**config.mk**
```make
export PLATFORM = sky130hd
export DESIGN_NAME = exe_stage
export DESIGN_NICKNAME = d
export VERILOG_FILES = /design/src/rtl/exe_stage_pkg.sv /design/src/rtl/exe_stage_alu.sv /design/src/rtl/exe_stage.sv
export SDC_FILE = /design/constraint.sdc
export NUM_CORES = 2
export LEC_CHECK = 0
export ABC_AREA = 0
export CELL_PAD_IN_SITES_DETAIL_PLACEMENT = 1
export CELL_PAD_IN_SITES_GLOBAL_PLACEMENT = 1
export CORE_MARGIN = 3
export CORE_UTILIZATION = 44
export CTS_BUF_LIST = sky130_fd_sc_hd__clkbuf_4
export CTS_CLUSTER_DIAMETER = 40
export DETAILED_ROUTE_END_ITERATION = 8
export DONT_BUFFER_PORTS = 1
export PLACE_DENSITY_LB_ADDON = 0.08
export SLEW_MARGIN = 30
export SYNTH_ARGS = -nofsm -noshare
export SYNTH_HDL_FRONTEND = slang
export SYNTH_SLANG_ARGS = --single-unit
```
**constraint.sdc**
```tcl
create_clock -name clk -period 9.1 [get_ports clk]
set_input_delay 2.73 -clock clk [delete_from_list [all_inputs] [get_ports clk]]
set_output_delay 2.73 -clock clk [all_outputs]
set_load 0.05 [all_outputs]
```
**src/rtl/exe_stage_pkg.sv**
```systemverilog
// exe_stage_pkg: shared bus widths, decode bus layout and one-hot ALU op indices
package exe_stage_pkg;
  localparam int DS_TO_ES_BUS_WD = 279;
  localparam int ES_TO_MS_BUS_WD = 135;
  localparam int ES_FWD_BUS_WD   = 71;
  localparam int ALU_ADD  = 0;
  localparam int ALU_SUB  = 1;
  localparam int ALU_SLT  = 2;
  localparam int ALU_SLTU = 3;
  localparam int ALU_AND  = 4;
  localparam int ALU_NOR  = 5;
  localparam int ALU_OR   = 6;
  localparam int ALU_XOR  = 7;
  localparam int ALU_SLL  = 8;
  localparam int ALU_SRL  = 9;
  localparam int ALU_SRA  = 10;
  localparam int ALU_LUI  = 11;
  typedef struct packed {
    logic [11:0] alu_op;
    logic        load_op;
    logic        src2_is_imm;
    logic        src2_is_rs2;
    logic        jal_op;
    logic        gr_we;
    logic        mem_we;
    logic [4:0]  dest;
    logic [63:0] imm;
    logic [63:0] rs1_value;
    logic [63:0] rs2_value;
    logic [63:0] pc;
  } ds_bus_t;
endpackage

```
**src/rtl/exe_stage_alu.sv**
```systemverilog
// exe_stage_alu: combinational 64-bit ALU driven by a one-hot op vector
module exe_stage_alu
  import exe_stage_pkg::*;
(
  input  logic [11:0] alu_op,
  input  logic [63:0] src1,
  input  logic [63:0] src2,
  output logic [63:0] result
);
  logic [5:0] sh;
  assign sh = src2[5:0];
  assign result = ({64{alu_op[ALU_ADD]}}  & (src1 + src2))
                | ({64{alu_op[ALU_SUB]}}  & (src1 - src2))
                | ({64{alu_op[ALU_SLT]}}  & {63'b0, $signed(src1) < $signed(src2)})
                | ({64{alu_op[ALU_SLTU]}} & {63'b0, src1 < src2})
                | ({64{alu_op[ALU_AND]}}  & (src1 & src2))
                | ({64{alu_op[ALU_NOR]}}  & ~(src1 | src2))
                | ({64{alu_op[ALU_OR]}}   & (src1 | src2))
                | ({64{alu_op[ALU_XOR]}}  & (src1 ^ src2))
                | ({64{alu_op[ALU_SLL]}}  & (src1 << sh))
                | ({64{alu_op[ALU_SRL]}}  & (src1 >> sh))
                | ({64{alu_op[ALU_SRA]}}  & 64'($signed(src1) >>> sh))
                | ({64{alu_op[ALU_LUI]}}  & src2);
endmodule

```
**src/rtl/exe_stage.sv**
```systemverilog
// exe_stage: EXE pipeline stage; registers the decode bus, computes ALU/link result,
// issues one accepted data-memory request per memory instruction, feeds MEM and decode forwarding
module exe_stage
  import exe_stage_pkg::*;
(
  input  logic                       clk,
  input  logic                       reset,
  input  logic                       ms_allowin,
  output logic                       es_allowin,
  input  logic                       ds_to_es_valid,
  input  logic [DS_TO_ES_BUS_WD-1:0] ds_to_es_bus,
  output logic                       es_to_ms_valid,
  output logic [ES_TO_MS_BUS_WD-1:0] es_to_ms_bus,
  output logic [ES_FWD_BUS_WD-1:0]   es_fwd_bus,
  output logic                       data_sram_req,
  output logic                       data_sram_wr,
  output logic [7:0]                 data_sram_wstrb,
  output logic [63:0]                data_sram_addr,
  output logic [63:0]                data_sram_wdata,
  input  logic                       data_sram_addr_ok
);
  ds_bus_t     bus_q, bus_d;
  logic        es_valid_q, es_valid_d;
  logic        req_sent_q, req_sent_d;
  logic [63:0] src2, alu_result, final_result;
  logic        mem_acc, es_ready_go, leave, fwd_we;
  logic        unused_src2_is_rs2;
  assign unused_src2_is_rs2 = bus_q.src2_is_rs2;
  assign src2 = bus_q.src2_is_imm ? bus_q.imm : bus_q.rs2_value;
  exe_stage_alu u_alu (
    .alu_op (bus_q.alu_op),
    .src1   (bus_q.rs1_value),
    .src2   (src2),
    .result (alu_result)
  );
  assign final_result    = bus_q.jal_op ? bus_q.pc + 64'd4 : alu_result;
  assign mem_acc         = bus_q.load_op | bus_q.mem_we;
  assign data_sram_req   = es_valid_q & mem_acc & ~req_sent_q;
  assign data_sram_wr    = bus_q.mem_we;
  assign data_sram_wstrb = {8{bus_q.mem_we}};
  assign data_sram_addr  = alu_result;
  assign data_sram_wdata = bus_q.rs2_value;
  assign es_ready_go     = ~mem_acc | req_sent_q | (data_sram_req & data_sram_addr_ok);
  assign es_allowin      = ~es_valid_q | (es_ready_go & ms_allowin);
  assign es_to_ms_valid  = es_valid_q & es_ready_go;
  assign leave           = es_to_ms_valid & ms_allowin;
  assign fwd_we          = es_valid_q & bus_q.gr_we & (bus_q.dest != 5'd0);
  assign es_to_ms_bus    = {bus_q.load_op, bus_q.gr_we, bus_q.dest, final_result, bus_q.pc};
  // top bit of the forwarding bus is a zero pad to the shared 71-bit width
  assign es_fwd_bus      = {1'b0, fwd_we, bus_q.dest, final_result};
  always_comb begin
    es_valid_d = es_allowin ? ds_to_es_valid : es_valid_q;
    bus_d      = (ds_to_es_valid && es_allowin) ? ds_bus_t'(ds_to_es_bus) : bus_q;
    req_sent_d = leave ? 1'b0 : (data_sram_req && data_sram_addr_ok) ? 1'b1 : req_sent_q;
  end
  always_ff @(posedge clk) begin
    if (reset) begin
      es_valid_q <= 1'b0;
      req_sent_q <= 1'b0;
      bus_q      <= '0;
    end else begin
      es_valid_q <= es_valid_d;
      req_sent_q <= req_sent_d;
      bus_q      <= bus_d;
    end
  end
endmodule

```
=== Word-level counts from Yosys, hierarchy flattened ===
Cells that the tools add are included.

* Register bits: 280
* Bits in latches: 0
* Bits in writable memories: 0
* Memory bits (read-only): 0
* Input port bits: 284
* Logic and storage cells: 69
* Memories kept: 0

* $add $sub $neg: 3
* Multiply operators: 0
* Div/mod/pow operators: 0
* Order comparisons: 2
* Equality and inequality tests: 0
* Shift-type cells: 3
* Muxes and demuxes: 2
* Bitwise operators: 42
* Reductions and logical operators: 4

{| class="wikitable"
|+ Operators with widths
! kind !! number
|-
| bitwise OR 64 bit || 12
|-
| bitwise AND 64 bit || 11
|-
| bitwise AND 64 x 1 -> 64 bit || 2
|-
| less-than comparator 64 bit || 2
|-
| 2-to-1 mux 64 bit || 2
|-
| adder 64 x 3 -> 64 bit, second input constant || 1
|-
| adder 64 bit || 1
|-
| inverter 64 bit || 1
|-
| left shift 64 x 6 -> 64 bit || 1
|-
| >> shifter 64 x 6 -> 64 bit || 1
|-
| >>> shifter 64 x 6 -> 64 bit || 1
|-
| subtractor 64 bit || 1
|-
| XOR 64 bit || 1
|-
| bitwise AND 1 bit || 8
|-
| nonzero test 5 bit || 1
|-
| bitwise OR 1 bit || 4
|-
| inverter 1 bit || 3
|-
| logical AND 1 bit || 2
|-
| OR reduction 2 bit || 1
|}

=== Longest topological paths before layout ===
* Word-level depth: 15
* Depth in mapped cells: 23

=== By module ===
From an unflattened synthesis, not the netlist that was laid out.

* Cell total of the unflattened synthesis: 4519
* Area, all modules: 34493.1 µm²

{| class="wikitable"
|+ Modules (own cells, without submodules)
! module !! instances !! cells each !! area an instance (µm²) !! sequential area each (µm²)
|-
| exe_stage_alu || 1 || 2948 || 20198.1 || 0.0
|-
| exe_stage || 1 || 1571 || 14295.0 || 5605.4
|}

=== Worst setup path after synthesis ===
OpenSTA, ideal clock, no wires.

* Path kind: flip-flop to output port
* Start: register bus_q[265] (netlist bit)
* End: output port es_to_ms_bus[112]
* Arrival time: 6687 ps
* Setup slack: -317 ps
* Stages on the path, launching flop included: 19
* Cells stage by stage: dfxtp_1 buf_6 buf_4 buf_1 clkbuf_1 buf_1 mux2_2 inv_1 ha_1 nor3b_1 nand4_1 or4b_1 o2111ai_1 nand3b_1 nand2_1 a21boi_0 xnor2_1 o311ai_0 buf_4

* Word-level cells in the longest chain between the ends: 15

{| class="wikitable"
|+ RTL lines
! element !! line !! RTL
|-
| start, declared || exe_stage.sv:22 || <nowiki>ds_bus_t bus_q, bus_d;</nowiki>
|-
| start signal, assigned || exe_stage.sv:64 || <nowiki>bus_q <= bus_d;</nowiki>
|-
| 2-to-1 mux 64 bit * || exe_stage.sv:29 || <nowiki>assign src2 = bus_q.src2_is_imm ? bus_q.imm : bus_q.rs2_value;</nowiki>
|-
| adder 64 bit / subtractor 64 bit (equally long branches) || exe_stage_alu.sv:12, exe_stage_alu.sv:13 ||
|-
| bitwise AND 64 bit, on equally long branches || exe_stage_alu.sv:12, exe_stage_alu.sv:13 ||
|-
| bitwise OR 64 bit || exe_stage_alu.sv:13 || <nowiki>| ({64{alu_op[ALU_SUB]}} & (src1 - src2))</nowiki>
|-
| bitwise OR 64 bit || exe_stage_alu.sv:14 || <nowiki>| ({64{alu_op[ALU_SLT]}} & {63'b0, $signed(src1) < $signed(src2)})</nowiki>
|-
| bitwise OR 64 bit || exe_stage_alu.sv:15 || <nowiki>| ({64{alu_op[ALU_SLTU]}} & {63'b0, src1 < src2})</nowiki>
|-
| bitwise OR 64 bit || exe_stage_alu.sv:16 || <nowiki>| ({64{alu_op[ALU_AND]}} & (src1 & src2))</nowiki>
|-
| bitwise OR 64 bit || exe_stage_alu.sv:17 || <nowiki>| ({64{alu_op[ALU_NOR]}} & ~(src1 | src2))</nowiki>
|-
| bitwise OR 64 bit || exe_stage_alu.sv:18 || <nowiki>| ({64{alu_op[ALU_OR]}} & (src1 | src2))</nowiki>
|-
| bitwise OR 64 bit || exe_stage_alu.sv:19 || <nowiki>| ({64{alu_op[ALU_XOR]}} & (src1 ^ src2))</nowiki>
|-
| bitwise OR 64 bit || exe_stage_alu.sv:20 || <nowiki>| ({64{alu_op[ALU_SLL]}} & (src1 << sh))</nowiki>
|-
| bitwise OR 64 bit || exe_stage_alu.sv:21 || <nowiki>| ({64{alu_op[ALU_SRL]}} & (src1 >> sh))</nowiki>
|-
| bitwise OR 64 bit || exe_stage_alu.sv:22 || <nowiki>| ({64{alu_op[ALU_SRA]}} & 64'($signed(src1) >>> sh))</nowiki>
|-
| bitwise OR 64 bit * || exe_stage_alu.sv:23 || <nowiki>| ({64{alu_op[ALU_LUI]}} & src2);</nowiki>
|-
| 2-to-1 mux 64 bit * || exe_stage.sv:36 || <nowiki>assign final_result = bus_q.jal_op ? bus_q.pc + 64'd4 : alu_result;</nowiki>
|-
| end, declared || exe_stage.sv:13 || <nowiki>output logic [ES_TO_MS_BUS_WD-1:0] es_to_ms_bus,</nowiki>
|}

Mark *: on every way between the ends. The rest lies on a longest branch, timed or not.

=== Worst setup path in the final report ===
* Start: register bus_q[265] (netlist bit)
* End: output port es_to_ms_bus[89]

* Word-level cells in the longest chain between the ends: 15

{| class="wikitable"
|+ RTL lines
! element !! line !! RTL
|-
| 2-to-1 mux 64 bit * || exe_stage.sv:29 ||
|-
| adder 64 bit / subtractor 64 bit (equally long branches) || exe_stage_alu.sv:12, exe_stage_alu.sv:13 ||
|-
| bitwise AND 64 bit, on equally long branches || exe_stage_alu.sv:12, exe_stage_alu.sv:13 ||
|-
| bitwise OR 64 bit || exe_stage_alu.sv:13 ||
|-
| bitwise OR 64 bit || exe_stage_alu.sv:14 ||
|-
| bitwise OR 64 bit || exe_stage_alu.sv:15 ||
|-
| bitwise OR 64 bit || exe_stage_alu.sv:16 ||
|-
| bitwise OR 64 bit || exe_stage_alu.sv:17 ||
|-
| bitwise OR 64 bit || exe_stage_alu.sv:18 ||
|-
| bitwise OR 64 bit || exe_stage_alu.sv:19 ||
|-
| bitwise OR 64 bit || exe_stage_alu.sv:20 ||
|-
| bitwise OR 64 bit || exe_stage_alu.sv:21 ||
|-
| bitwise OR 64 bit || exe_stage_alu.sv:22 ||
|-
| bitwise OR 64 bit * || exe_stage_alu.sv:23 ||
|-
| net data_sram_addr[25] || exe_stage.sv:18 || <nowiki>output logic [63:0] data_sram_addr,</nowiki>
|-
| 2-to-1 mux 64 bit * || exe_stage.sv:36 ||
|}

The timed path passes the listed nets; every way through them passes the cells marked *.

==> results by group <==
Run status
  – Outcome: finished clean

Hold path
  – Worst Hold Class: flip-flop to flip-flop
  – WHS Path Cells: 2

Timing
  – Final Hold Viols: 0
  – Final worst setup slack: 0.0199 ns
  – Slew Limit Fails: 0
  – Setup tns final: 0 ns
  – Final worst path period need: 9.08 ns
  – Slew headroom: 27.2%
  – Max frequency: 110 MHz
  – Final setup fails: 0
  – Worst Tran Pin Value: 1.06 ns
  – Hold_ws: 0.453 ns
  – Worst clock skew: 0.149 ns
  – Fin crit share: 99.8%

Synth
  – Synth Area in Compound Gates: 23.9%
  – Post-synthesis cell count: 5079
  – Post-Synth Simple-Gate Area: 20.1%
  – Synth area leader: dfxtp_1
  – Ranking of synthesized cells by area: dfxtp_1 (15%), nand2_1 (9.9%), mux2i_1 (8.6%), ha_1 (8.4%), a21oi_1 (7.4%)
  – Sequential cell area fraction in the yosys report: 15.2%
  – Synth Register Bits: 280
  – Synth top area share: 15.2%
  – Netlist cell types: 108
  – Mapped Avg Cell Area: 7.25 µm²
  – Post-Synth Adder-Cell Area: 8.47%
  – EDFF count, synth: 0
  – Post-Syn Nets: 5611
  – Synth async-reset ratio: 0%
  – Multiplexer share of the synthesized area: 17.8%
  – XOR/XNOR Fraction of Synth Area: 3.43%
  – Commonest register cell after synthesis: dfxtp_1
  – Synthesized area: 36800 µm²
  – Yosys Warn Count: 0
  – Largest family of logic cells by synthesized area: compound AO/OA/AOI/OAI gates

Final layout
  – Design Area, Final: 38700 µm²
  – Synthesis-to-finish area growth: 5.03%
  – Share of layout cells above drive strength 1: 14.3%
  – Nets@finish: 5378

Placement
  – Hpwl dp: 161000 µm
  – Place WS: 0.802 ns
  – Placed cell areas: 37400 µm²
  – Routability cong.: 1.09
  – Input/output buffers: 0

CTS
  – H-tree depth: 3
  – CTS Buf Count: 79
  – Hold buffers post-CTS: 0
  – Root buf cell: clkbuf_4
  – Worst skew pair latency: 1.02 ns
  – CTS tree: done
  – Max clock buf depth: 3
  – Reg clk slew, reported paths: 0.06 ns
  – CTS Sinks: 280

Detailed routing
  – First-pass DRT Iterations: 5
  – Initial drt markers: 4305
  – Final WL: 202000 µm
  – Routed Antenna Nets: 0
  – Met3 wire len: 16700 µm
  – WL met2: 89000 µm
  – Vias: 40100
  – Mean number of vias per cell: 6.69
  – Metal-1 WL: 76200 µm
  – Routed len/inst: 33.8 µm
  – Residual DRC: 0
  – Max Used Layer: met5

Setup path
  – Startpoint Class: flip-flop
  – CP Max Fanout: 25
  – CP delay by family, top: multiplexers
  – Cell depth of the worst setup path: 13
  – Critical path, cell by cell: buf_12 > mux2i_4 > inv_4 > buf_4 > buf_4 > mux4_2 > mux2i_1 > mux2i_1 > nand2_1 > a31oi_1 > a2111oi_2 > o221ai_2 > mux2_2
  – WP data required: 6.37 ns
  – Setup Crit Path Kind: flip-flop to output port
  – Worst reg-to-reg path cell count: 7
  – Slowest cell on the critical path: a2111oi_2
  – Worst Path Arrival: 6.35 ns
  – CP Capture Type: output port
  – CP peak stage delay: 0.69 ns
  – WP buf/inv: 4

Pwr
  – Total chip power: 0.00673 W
  – Pleak: 15.9 nW
  – PwrDens: 174 nW/µm²
  – Worst vdd ir: 165 µV

Global routing
  – GR Overflow Total: 0
  – Initial antenna violation count: 8
  – First-pass GRT wire length: 281000 µm
  – Vias in the first global route: 38900
  – GRT Util Overall: 44.3%
  – Largest net degree at the start of global routing: 281

Floorplanning
  – Die H: 295 µm
  – Core area: 82500 µm²
  – Starting Density: 44.6%
  – Die span in x: 295 µm
  – DIE AREA: 87200 µm²
  – Cell row count: 105
  – IO Pins: 630

Flow run
  – Maxcap violations: 0
==> layer usage <==
metal,up-vias,track usage [%]
li1,17500,-
met1,19800,51.9
met2,2056,68.6
met3,662,10.6
met4,2,37.0
met5,-,0
==> layout make-up <==
cell class                 instances  area, µm²
fill                           10500      43800
multi-input combinational       3996      27500
sequential                       280       5630
timing repair buffer             263       2270
tap                             1070       1340
clock buffer                     126        946
inverter                         226        857
clock inverter                    14       91.3
antenna                           10       25.0
==> sequential cells by signal (all words and copies together) (netlist names) <==
register,count
bus_q,142
es_valid_q,1
data_sram_wr,1
es_to_ms_bus,66
data_sram_wdata,64
es_fwd_bus,5
req_sent_q,1
==> cell usage after synthesis (all sizes together), types with 26 or more instances <==
cell type	count
a21oi	544
clkbuf	264
nand2	972
nand4	40
nand3	117
a21o	33
nor4	28
nand2b	32
inv	222
nor2b	39
dfxtp	280
nor3	55
o21ai	192
mux2i	321
mux4	79
xor2	37
a211oi	53
a221oi	43
mux2	129
o211ai	58
xnor2	107
a31oi	51
and3	26
o31ai	40
o221ai	27
o21bai	34
ha	246
buf	313
a22oi	70
nor2	287
==> worst min-delay path, delay by kind of cell, from the launching register on <==
kind / cells / cell delay (ns)
DFF: 1 / 0.31
and+or+nand+nor: 1 / 0.05
AOI/OAI and AO/OA: 1 / 0.05
==> repair_timing <==
action	in CTS	in global routing
gates resized for setup	2	5
gates cloned	0	0
endpoints found under the setup margin	13	31
buffers inserted	1	10
==> placed cells by master, fill, tap and decap left out, drive strengths merged, types with 40 or more instances in the layout <==
master and n:
a211oi 53, a21oi 544, a221oi 43, a22oi 70, a31oi 51, buf 263, clkbuf 126, dfxtp 280
ha 246, inv 223, mux2 129, mux2i 321, mux4 79, nand2 972, nand3 117, nand4 40
nor2 287, nor3 55, o211ai 58, o21ai 192, o31ai 40, xnor2 107
==> cell families (layout without fill, tap and decap cells) <==
logic type,Yosys count,count (layout)
compound gates,1373,1373
xor+xnor,144,144
fa+ha+maj,248,248
buf+inv,803,629
flops,280,280
mux,529,529
other cells,1,11
simple gates,1701,1701
==> power by group <==
part | leakage (nW) | total [W] | switching [W] | internal [W]
Combinational | 12.9 | 0.00388 | 0.00280 | 0.00108
Sequential | 2.31 | 0.00156 | 0.000259 | 0.00130
Clock | 0.627 | 0.00129 | 0.000639 | 0.000652
==> final timing paths <==
check,startpoint,to,slack (ns)
setup / recovery,bus_q[265],es_to_ms_bus[89],0.02
hold / removal,bus_q[234],bus_q[234],0.45
setup reg to reg,data_sram_wr,bus_q[204],5.47
hold reg to reg,bus_q[234],bus_q[234],0.45
==> stage by stage <==
step / instances / util (%)
final: 5985 / 46.9
after global routing: 5982 / 46.9
after CTS: 5964 / 46.6
after detailed placement: 5823 / 45.4
after global placement: 5823 / 45.3
after floorplan: 5079 / -
Power figures use the tool's default switching activity.
